[src/rtl/fifo_burst_reader.sv]
// rtl/fifo_burst_reader.sv - pops a programmed burst from the FIFO read port onto a valid/ready stream
// Optional stall counter output enabled by defining FIFO_BURST_READER_STALL_CNT_EN.
module fifo_burst_reader #(
   parameter int WIDTH = 32,
   parameter int DEPTH = 8,
   parameter int LEN_W = 4
) (
   input  logic             clk_w,
   input  logic             rst_n,
   input  logic             start,
   input  logic [LEN_W-1:0] burst_len,
   input  logic             fifo_empty,
   input  logic [WIDTH-1:0] fifo_rdata,
   output logic             fifo_rd_en,
   output logic             m_valid,
   input  logic             m_ready,
   output logic [WIDTH-1:0] m_data,
   output logic             busy,
   output logic             done,
   output logic [LEN_W-1:0] words_done
`ifdef FIFO_BURST_READER_STALL_CNT_EN
   ,
   output logic [15:0]      stall_cycles
`endif
);

   if (DEPTH < 1) begin : g_depth_check
      $error("fifo_burst_reader: DEPTH must be at least 1");
   end

   typedef enum logic [1:0] {S_IDLE, S_READ, S_DRAIN, S_DONE} state_t;

   localparam logic [LEN_W-1:0] LEN_ONE = 1;

   state_t           state;
   logic [LEN_W-1:0] len;
   logic [LEN_W-1:0] issued;
   logic             inflight;
   logic [WIDTH-1:0] buf_q [3];
   logic [1:0]       head;
   logic [1:0]       count;
   logic [1:0]       tail;
   logic [1:0]       head_nxt;
   logic [2:0]       tail_sum;
   logic             xfer;
   logic             pop;

   assign m_valid = (count != 2'd0);
   assign m_data  = buf_q[head];
   assign xfer    = m_valid && m_ready;

   // Pop budget counts words already buffered plus the one still in the FIFO read pipeline.
   assign pop = (state == S_READ) && !fifo_empty && (issued < len) &&
                (({1'b0, count} + {2'b00, inflight}) < 3'd3);
   assign fifo_rd_en = pop;

   always_comb begin
      tail_sum = {1'b0, head} + {1'b0, count};
      tail     = (tail_sum >= 3'd3) ? 2'(tail_sum - 3'd3) : tail_sum[1:0];
      head_nxt = (head == 2'd2) ? 2'd0 : head + 2'd1;
   end

   always_ff @(posedge clk_w or negedge rst_n) begin
      if (!rst_n) begin
         state      <= S_IDLE;
         len        <= '0;
         issued     <= '0;
         inflight   <= 1'b0;
         head       <= 2'd0;
         count      <= 2'd0;
         words_done <= '0;
         done       <= 1'b0;
         busy       <= 1'b0;
         for (int i = 0; i < 3; i++) buf_q[i] <= '0;
      end else begin
         done     <= 1'b0;
         inflight <= pop;
         count    <= count + {1'b0, inflight} - {1'b0, xfer};
         if (pop) issued <= issued + LEN_ONE;
         if (inflight) buf_q[tail] <= fifo_rdata;
         if (xfer) begin
            head       <= head_nxt;
            words_done <= words_done + LEN_ONE;
         end
         case (state)
            S_IDLE: begin
               if (start) begin
                  len        <= burst_len;
                  issued     <= '0;
                  words_done <= '0;
                  busy       <= 1'b1;
                  if (burst_len == '0) begin
                     state <= S_DONE;
                     done  <= 1'b1;
                  end else begin
                     state <= S_READ;
                  end
               end
            end
            S_READ: begin
               if (pop && (issued + LEN_ONE == len)) state <= S_DRAIN;
            end
            S_DRAIN: begin
               if (!inflight && count == 2'd1 && xfer) begin
                  state <= S_DONE;
                  done  <= 1'b1;
               end
            end
            S_DONE: begin
               state <= S_IDLE;
               busy  <= 1'b0;
            end
            default: state <= S_IDLE;
         endcase
      end
   end

`ifdef FIFO_BURST_READER_STALL_CNT_EN
   always_ff @(posedge clk_w or negedge rst_n) begin
      if (!rst_n) begin
         stall_cycles <= '0;
      end else if (state == S_IDLE && start) begin
         stall_cycles <= '0;
      end else if (state == S_READ && issued < len && fifo_empty && stall_cycles != 16'hFFFF) begin
         stall_cycles <= stall_cycles + 16'd1;
      end
   end
`endif

endmodule

[config.mk]
export PLATFORM = sky130hd
export DESIGN_NAME = fifo_burst_reader
export DESIGN_NICKNAME = d
export VERILOG_FILES = /design/src/rtl/fifo_burst_reader.sv
export SDC_FILE = /design/constraint.sdc
export NUM_CORES = 1
export LEC_CHECK = 0
export ABC_CLOCK_PERIOD_IN_PS = 6780
export CORE_UTILIZATION = 55
export CTS_CLUSTER_DIAMETER = 100
export DETAILED_ROUTE_END_ITERATION = 10
export PLACE_DENSITY_LB_ADDON = 0.05
export SYNTH_ARGS = -nofsm -noshare
export SYNTH_HDL_FRONTEND = slang
export SYNTH_SLANG_ARGS = --single-unit
[constraint.sdc]
create_clock -name clk_w -period 6.78 [get_ports clk_w]
set_input_delay 1.017 -clock clk_w [delete_from_list [all_inputs] [get_ports clk_w]]
set_output_delay 1.017 -clock clk_w [all_outputs]
set_load 0.1 [all_outputs]
; ---- Yosys cells after proc, flatten, opt, wreduce, memory -nomap -nowiden
; Index checks and enable logic that the tools add are counted.
[totals]
reg_bits = 117
inputBits = 41
out_inout_bits = 40
elab_cells = 79
[classes]
addsub = 8
magnitude_cmp = 6
n_eq_ne = 9
muxes = 25
n_bitwise = 2
n_reduce_logical = 17
[ops]
columns = operator, count
row1 = 96-bit bitwise mux, 1
row2 = 32-bit 2-to-1 mux, 3
row3 = 32-bit binary-select mux with 2-bit select, 1
row4 = 32-bit demux with 2-bit select, 1
row5 = 4-bit 2-to-1 mux, 6
row6 = 2-bit 2-to-1 mux, 6
row7 = "4-bit by 1-bit adder with 4-bit output, second input constant", 2
row8 = 1-bit logical AND, 8
row9 = 2-bit one-hot mux with 4 select lines, 1
row10 = "2-bit equality test, second input constant", 3
row11 = "3-bit greater-or-equal comparator, second input constant", 2
row12 = 2-bit inverter with 3-bit output, 2
row13 = "2-bit by 1-bit equality test with 1-bit output, second input constant", 2
row14 = 4-bit equality test, 1
row15 = 4-bit logical NOT, 1
row16 = 4-bit less-than comparator, 1
row17 = 1-bit 2-to-1 mux, 4
row18 = "2-bit != test, second input constant", 2
row19 = 1-bit one-hot mux with 2 select lines, 2
row20 = 2-bit AND reduction, 2
row21 = 2-bit nonzero test, 2
row22 = 2-bit by 1-bit adder with 3-bit output, 1
row23 = 2-bit by 2-bit adder with 3-bit output, 1
row24 = "3-bit by 2-bit greater-or-equal comparator with 1-bit output, second input constant", 1
row25 = 10 further kinds, 11

; ---- Depth between registers and ports, before layout
; Gate-level depths: netlist of run 1.
[logic_depth]
ltp_word = 9
mapped_depth = 11
mapped_depth_nobuf = 10

; ---- Worst setup path after synthesis of run 1
; No wires, ideal clock.
[synth_path]
path_kind = reg2out
start = reg head[0]
end = out m_data[14]
arrival_time_ps = 3403
slack_ps = 2360
path_stages_with_launch = 5
path_buffers = 2
cell_sequence = dfrtp_1 clkbuf_1 buf_1 mux2i_1 o21ai_0
[synth_via]
elab_chain_cells = 4
[synth_lines]
columns = element, line_no
row1 = "start, declared", 40  ; logic [1:0] head;
row2 = "start signal, assigned", 82  ; head <= head_nxt;
row3 = 2-bit inverter with 3-bit output (implied by the code), 49  ; assign m_data = buf_q[head];
row4 = 32-bit binary-select mux with 2-bit select, 49
row5 = 32-bit 2-to-1 mux (implied by the code) (2 in a row), 49
row6 = "end, declared", 17  ; output logic [WIDTH-1:0] m_data,
; No other way between the ends. The select of a mux whose other input is x is not followed.

; ---- Worst setup path after layout of run 1
[layout_path]
start = reg head[0]
end = out m_data[20]
; Same word-level chain as after synthesis.

==> results of run 1 <==
## through the flow
stage | hold slack (ns) | utilization [%] | std cells | instance area, um^2
2_1_floorplan | 0.479 | - | 439 | 5470
3_3_place_gp | 0.486 | 66.1 | 635 | 6400
3_5_place_dp | 0.493 | 66.1 | 635 | 6400
4_1_cts | 0.506 | 72.4 | 666 | 7010
5_1_grt | 0.511 | 72.4 | 666 | 7010
6_report | 0.501 | 72.4 | 666 | 7010
## cells in the mapped netlist (2+ instances only)
library cell    n  area [um^2]
o21ai_1         2         10.0
nor2_1         11         41.3
ha_1           16          200
inv_1          15         56.3
xor2_1          4         35.0
nand2_1        46          173
mux2i_1        34          340
buf_2          10         50.1
clkbuf_1       10         37.5
nand3_1         2         10.0
o21ai_0        39          195
buf_1           2         7.51
xnor2_1         7         61.3
a21oi_1         3         15.0
dfrtp_1       117         2930
nor3_1          4         20.0
mux2_2         98         1100
## final timing paths
check	cells after the start	from	endpoint	slack (ns)
worst max register to register	9	head[0]	buf_q[1]	2.72
worst max-delay path	5	head[0]	m_data[20]	2.34
max in group asynchronous	2	rst_n	head[0]	4.95
worst min register to register	1	buf_q[36]	buf_q[36]	0.50
worst min-delay path	1	buf_q[36]	buf_q[36]	0.50
min in group asynchronous	1	rst_n	buf_q[1]	0.51
## cell type report
type / instances / area [um^2] / share of cell area [%]
Clock inverter: 8 / 121 / 1.73
Clock buffer: 23 / 487 / 6.94
Timing Repair Buffer: 85 / 836 / 11.9
Sequential cell: 117 / 2930 / 41.8
Tap cell: 133 / 166 / 2.37
Multi-Input combinational cell: 285 / 2420 / 34.5
Inverter: 15 / 56.3 / 0.803
## layer usage
metal / track usage (%) / vias up / wire length (um)
li1: - / 1690 / -
met4: 8.25 / 0 / 158
met2: 38.7 / 74 / 5430
met3: 7.87 / 15 / 466
met1: 28.5 / 1788 / 4740
met5: 0 / - / 0
## cells by family after synthesis
logic type | after synthesis | synth area share, %
multiplexers | 132 | 26.4
flip-flops | 117 | 53.6
AND/OR/NAND/NOR | 75 | 5.97
AO/OA/AOI/OAI | 49 | 5.06
buffers and inverters | 37 | 2.77
adder cells (fa/ha/maj) | 17 | 4.03
XOR/XNOR | 12 | 2.20
## cell usage in the layout (no fill, tap or decap), drive strengths merged
cell	count
clkbuf	23
a21o	1
xor3	1
nand3b	1
and2	1
clkdlybuf4s50	79
and3	1
fa	1
nor4	1
bufinv	3
nand2	46
clkinv	4
xnor2	7
clkinvlp	1
nand2b	1
xor2	4
ha	16
inv	15
o221ai	1
and3b	1
nor4b	1
dfrtp	117
o41ai	1
buf	6
mux2	98
nor2b	1
o21ai	41
nand3	2
or3	1
nor3	4
a32oi	1
nor3b	1
a22o	1
nand4	1
mux2i	34
a21oi	3
nor2	11
or2	1
## state kept, by name, indices dropped and copies added (netlist names)
register,cells
issued,4
busy,1
head,2
count,2
len,4
words_done,4
state,2
inflight,1
buf_q,96
done,1
==> metrics.md, run 1 <==
| Metric | Value |
|---|---|
| Vias in the first global route | 3720 |
| Area delta synth->final | 28.3% |
| Arr. time, crit path | 3.43 ns |
| Buf/Inv on CP | 2 |
| Die Y | 102 um |
| Slew @ Worst Pin | 1.15 ns |
| Die W | 102 um |
| Async SR Flop Fraction | 100% |
| Gpl congestion | 0.810 |
| Number of synthesized flops with an enable pin | 0 |
| Core area | 9680 um^2 |
| Synth Area per Inst | 12.5 um^2 |
| Worst Path Required | 5.76 ns |
| Gr ovfl total | 0 |
| Clock tree sinks | 117 |
| Final WL | 10.8 mm |
| Skew final | 0.00617 ns |
| Startpoint types | flip-flop |
| Reg clk slew, reported paths | 0.05 ns |
| Clk_lat worst skew | 0.52 ns |
| Fin worst setup slack | 2.34 ns |
| Worst Path Max Fanout | 37 |
| First-pass GRT wire length | 17.9 mm |
| Starting Density | 56.4% |
| Row count | 36 |
| Number of routed nets with antenna violations | 0 |
| Via count | 3567 |
| WL/cell | 16.2 um |
| Top delay family on crit path | buffers and inverters |
| Unique masters post-synth | 36 |
| Port Buf Inserts | 80 |
| CP Cell Sequence | nor2_2, buf_4, nand2_1, o21ai_0, clkdlybuf4s50_1 |
| Net count after synthesis | 497 |
| N_diodes | 0 |
| CP Class | reg -> out |
| Maxcap violations | 0 |
| Pre-CTS WS | 2.39 ns |
| Vias per cell | 5.36 |
| Fin crit share | 65.5% |
| Maximum achievable frequency | 225 MHz |
| Worst slew margin | 23.6% |
| CP peak stage delay | 1.20 ns |
| Synth Flop Type | dfrtp_1 |
| Gate Count Post-Synth | 439 |
| Hold Path Class | reg -> reg |
| Top Ports | 81 |
| Initial drt markers | 63 |
| Fin crit period | 4.44 ns |
| Slew Viols, Final | 0 |
| Synth warn | 0 |
| Crit-path slowest cell | clkdlybuf4s50_1 |
| Fin nets | 579 |
| Filler cell count | 673 |
| Post-CTS setup buffer count | 0 |
| RSZ-0062 raised after global routing | false |
| Final setup fails | 0 |
| First-pass detailed-route iteration total | 5 |
| Sequential area share after synthesis | 53.6% |
| Synthesized area | 5470 um^2 |
| CTS buffer count | 17 |
| DRC | 0 |
| H-tree depth | 4 |
| Root buf cell | clkbuf_8 |
| Clock buffer depth | 2 |
| All-Layer GR Usage | 23.3% |
| Post-detail-place hpwl | 6.69 mm |
| Outcome | finished clean |
| Largest net degree at the start of global routing | 71 |
| Final TNS setup | 0 ns |
| Total die area | 10300 um^2 |
| Hold_buf cts | 0 |
| Layout cell share with drive strength beyond 1 | 26.6% |
| CP endpoint kind | output port |
| CTS tree | done |
| Antenna violations before repair | 0 |
| Number of gates resized after cts | 0 |
| Final Hold Vio Count | 0 |
| #FFs+latches synth | 117 |
Power of run 1 is not shown: default switching activity piles up to over one toggle a cycle in this logic, so the estimate is an artifact.
==> run 2, diff against run 1 <==
--- a/config.mk
+++ b/config.mk
@@ -5,8 +5,8 @@
 export SDC_FILE = /design/constraint.sdc
 export NUM_CORES = 1
 export LEC_CHECK = 0
-export ABC_CLOCK_PERIOD_IN_PS = 6780
-export CORE_UTILIZATION = 55
+export ABC_CLOCK_PERIOD_IN_PS = 4600
+export CORE_UTILIZATION = 54
 export CTS_CLUSTER_DIAMETER = 100
 export DETAILED_ROUTE_END_ITERATION = 10
 export PLACE_DENSITY_LB_ADDON = 0.05
==> constraint.sdc (replaced) <==
create_clock -name clk_w -period 4.6 [get_ports clk_w]
set_input_delay 0.69 -clock clk_w [delete_from_list [all_inputs] [get_ports clk_w]]
set_output_delay 0.69 -clock clk_w [all_outputs]
set_load 0.1 [all_outputs]
==> run 2 against run 1 <==
Effect of this change:
- worst hold slack got worse by 0.26 ns
- routed wire length up 1.7%
- register-to-register slack lost 1.6 ns
- global-route usage fell by 0.72 points
- sequential cell count unchanged
- setup slack worse by 1.3 ns
- first-iteration DRC count decreased by 37%
- count of clock-buffer cells in the layout shrank 2
- clock skew up 0.0018 ns
- largest cell class unchanged
- sequential share of layout area grew 0.25 points
- final area shrank 0.61%
- non-clock buffer count grew 1
==> metrics.md, run 2 (same netlist as run 1, synthesis figures left out) <==
| Metric | Value |
|---|---|
| Outcome | finished clean |
| Via count | 3576 (+0.25%) |
| Total die area | 10500 um^2 (+1.8%) |
| N_diodes | 0 (unchanged) |
| Largest register FFs | 96 (unchanged) |
| Final WL | 11.0 mm (+1.7%) |
| Fin crit share | 77.1% |
| Worst Path Required | 3.91 ns (-1.85 ns) |
| WL/cell | 16.4 um (+1.4%) |
| Met3 usage | 6.92% (-0.95 points) |
| Final TNS setup | 0 ns (unchanged) |
| CTS buffer count | 17 (unchanged) |
| CP Class | reg -> out |
| Fin nets | 580 (+0.17%) |
| Largest Register | buf_q |
| Number of routed nets with antenna violations | 0 (unchanged) |
| Arr. time, crit path | 2.85 ns (-0.58 ns) |
| Worst Path Max Fanout | 36 (-2.7%) |
| Top delay family on crit path | buffers and inverters |
| Antenna violations before repair | 0 (unchanged) |
| H-tree depth | 4 (unchanged) |
| Vias in the first global route | 3656 (-1.7%) |
| End of the critical path | m_data[5] |
| All-Layer GR Usage | 22.6% (-0.72 points) |
| Gr ovfl total | 0 (unchanged) |
| Starting Density | 55.9% (-0.52 points) |
| Buf/Inv on CP | 4 (+2) |
| Number of gates resized after cts | 0 (unchanged) |
| Skew final | 0.00795 ns (+0.00178 ns) |
| Commonest non-fill, non-tap cell in the layout | dfrtp_1 |
| CTS tree | done |
| Maximum achievable frequency | 282 MHz |
| Maxcap violations | 0 (unchanged) |
| RSZ-0062 raised after global routing | false |
| R2R depth | 9 (unchanged) |
| Post-detail-place hpwl | 6.81 mm (+1.8%) |
| Root buf cell | clkbuf_8 |
| Layout cell share with drive strength beyond 1 | 33.3% (+6.6 points) |
| First-pass detailed-route iteration total | 6 (+1) |
| Worst slew margin | 20.0% (-3.6 points) |
| Core area | 9770 um^2 (+0.93%) |
| Clk_lat worst skew | 0.50 ns (-0.02 ns) |
| Capturing point of the worst reg2reg path | buf_q[25] |
| DRC | 0 (unchanged) |
| Largest net degree at the start of global routing | 57 (-20%) |
| Reg clk slew, reported paths | 0.06 ns (about the same) |
| Final setup fails | 0 (unchanged) |
| Hold Path Class | in -> async |
| Most frequent cells in the layout | dfrtp_1, mux2_2, nand2_1, clkdlybuf4s50_1, buf_4 |
| CP Cell Sequence | buf_4, inv_1, nor2_2, buf_4, nand2_1, o21ai_0, buf_4 |
| Post-CTS setup buffer count | 0 (unchanged) |
| Top Ports | 81 (unchanged) |
| GR Layer Usage met1 | 28.4% (-0.11 points) |
| CP peak stage delay | 0.62 ns (-0.58 ns) |
| First-pass GRT wire length | 17.7 mm (-0.92%) |
| Fin util | 71.3% (-1.1 points) |
| Slew Viols, Final | 0 (unchanged) |
| Crit-path most repeated cell | buf_4 |
| Initial drt markers | 40 (-37%) |
| R2R Setup Slk | 1.16 ns (-1.56 ns) |
| Worst setup path start | head[1] |
| Port Buf Inserts | 80 (unchanged) |
| Vias per cell | 5.35 (about the same) |
| Clock tree sinks | 117 (unchanged) |
| Grt peak-use layer | met2 |
| Final Hold Vio Count | 0 (unchanged) |
| CP Depth | 7 (+2) |
| Gpl congestion | 0.760 (-6.1%) |
| Met2 Use GR | 38.5% (-0.16 points) |
| CP endpoint kind | output port |
| Startpoint types | flip-flop |
| Area delta synth->final | 27.5% |
| Fin crit period | 3.54 ns |
| Worst R2R Start | head[1] |
| Die Y | 103 um (+0.90%) |
| Die W | 103 um (+0.90%) |
| Row count | 36 (unchanged) |
| Hold_buf cts | 0 (unchanged) |
| Clock buffer depth | 2 (unchanged) |
| Crit-path slowest cell | nor2_2 |
| Slew @ Worst Pin | 1.20 ns (+0.0489 ns) |
run 2: cell types whose count changed in the layout (fill, tap and decap cells not counted):
cell             delta
buf_4              +34
bufinv_16           +1
clkbuf_1            -1
clkbuf_8            -1
clkdlybuf4s50_1    -33
clkinv_2            -1
clkinv_4            +1
clkinvlp_4          +1
inv_6               +1
run 2: how the worst min path moves through the flow:
stage,start,to
2_1_floorplan,rst_n,buf_q[0]
3_3_place_gp,buf_q[66],buf_q[66]
3_5_place_dp,buf_q[93],buf_q[93]
4_1_cts,rst_n,len[0]
5_1_grt,rst_n,len[0]
6_report,rst_n,len[0]
run 2: per-layer routing:
metal | vias up | wire length [um]
met5 | - | 0
met1 | 1801 | 4890
met4 | 0 | 55
li1 | 1705 | -
met2 | 66 | 5560
met3 | 4 | 481
run 2: worst reg2reg max path: stages (launching register included):
cell and delay, ns:
dfrtp_1 0.32, buf_4 0.35, inv_1 0.16, fa_1 0.59, inv_1 0.05, ha_1 0.16, nor2b_1 0.20, mux2_2 0.21
nand3_2 0.70, mux2_2 0.58
run 2: final cells by class:
class | count | area, um^2
inverter | 15 | 56.3
fill | 739 | 2800
sequential | 117 | 2930
multi-input combinational | 285 | 2420
tap | 133 | 166
clock buffer | 21 | 469
timing repair buffer | 86 | 761
clock inverter | 11 | 171
run 2: through the flow:
stage / cell area (um^2) / hold slack (ns) / cells / setup slack (ns)
3_5_place_dp: 6330 / 0.493 / 636 / 1.12
3_3_place_gp: 6330 / 0.486 / 636 / 1.20
6_report: 6970 / 0.237 / 668 / 1.06
2_1_floorplan: 5470 / 0.394 / 439 / 0.507
4_1_cts: 6970 / 0.264 / 668 / 1.01
5_1_grt: 6970 / 0.284 / 668 / 0.814
Power of run 2 is left out for the same reason.
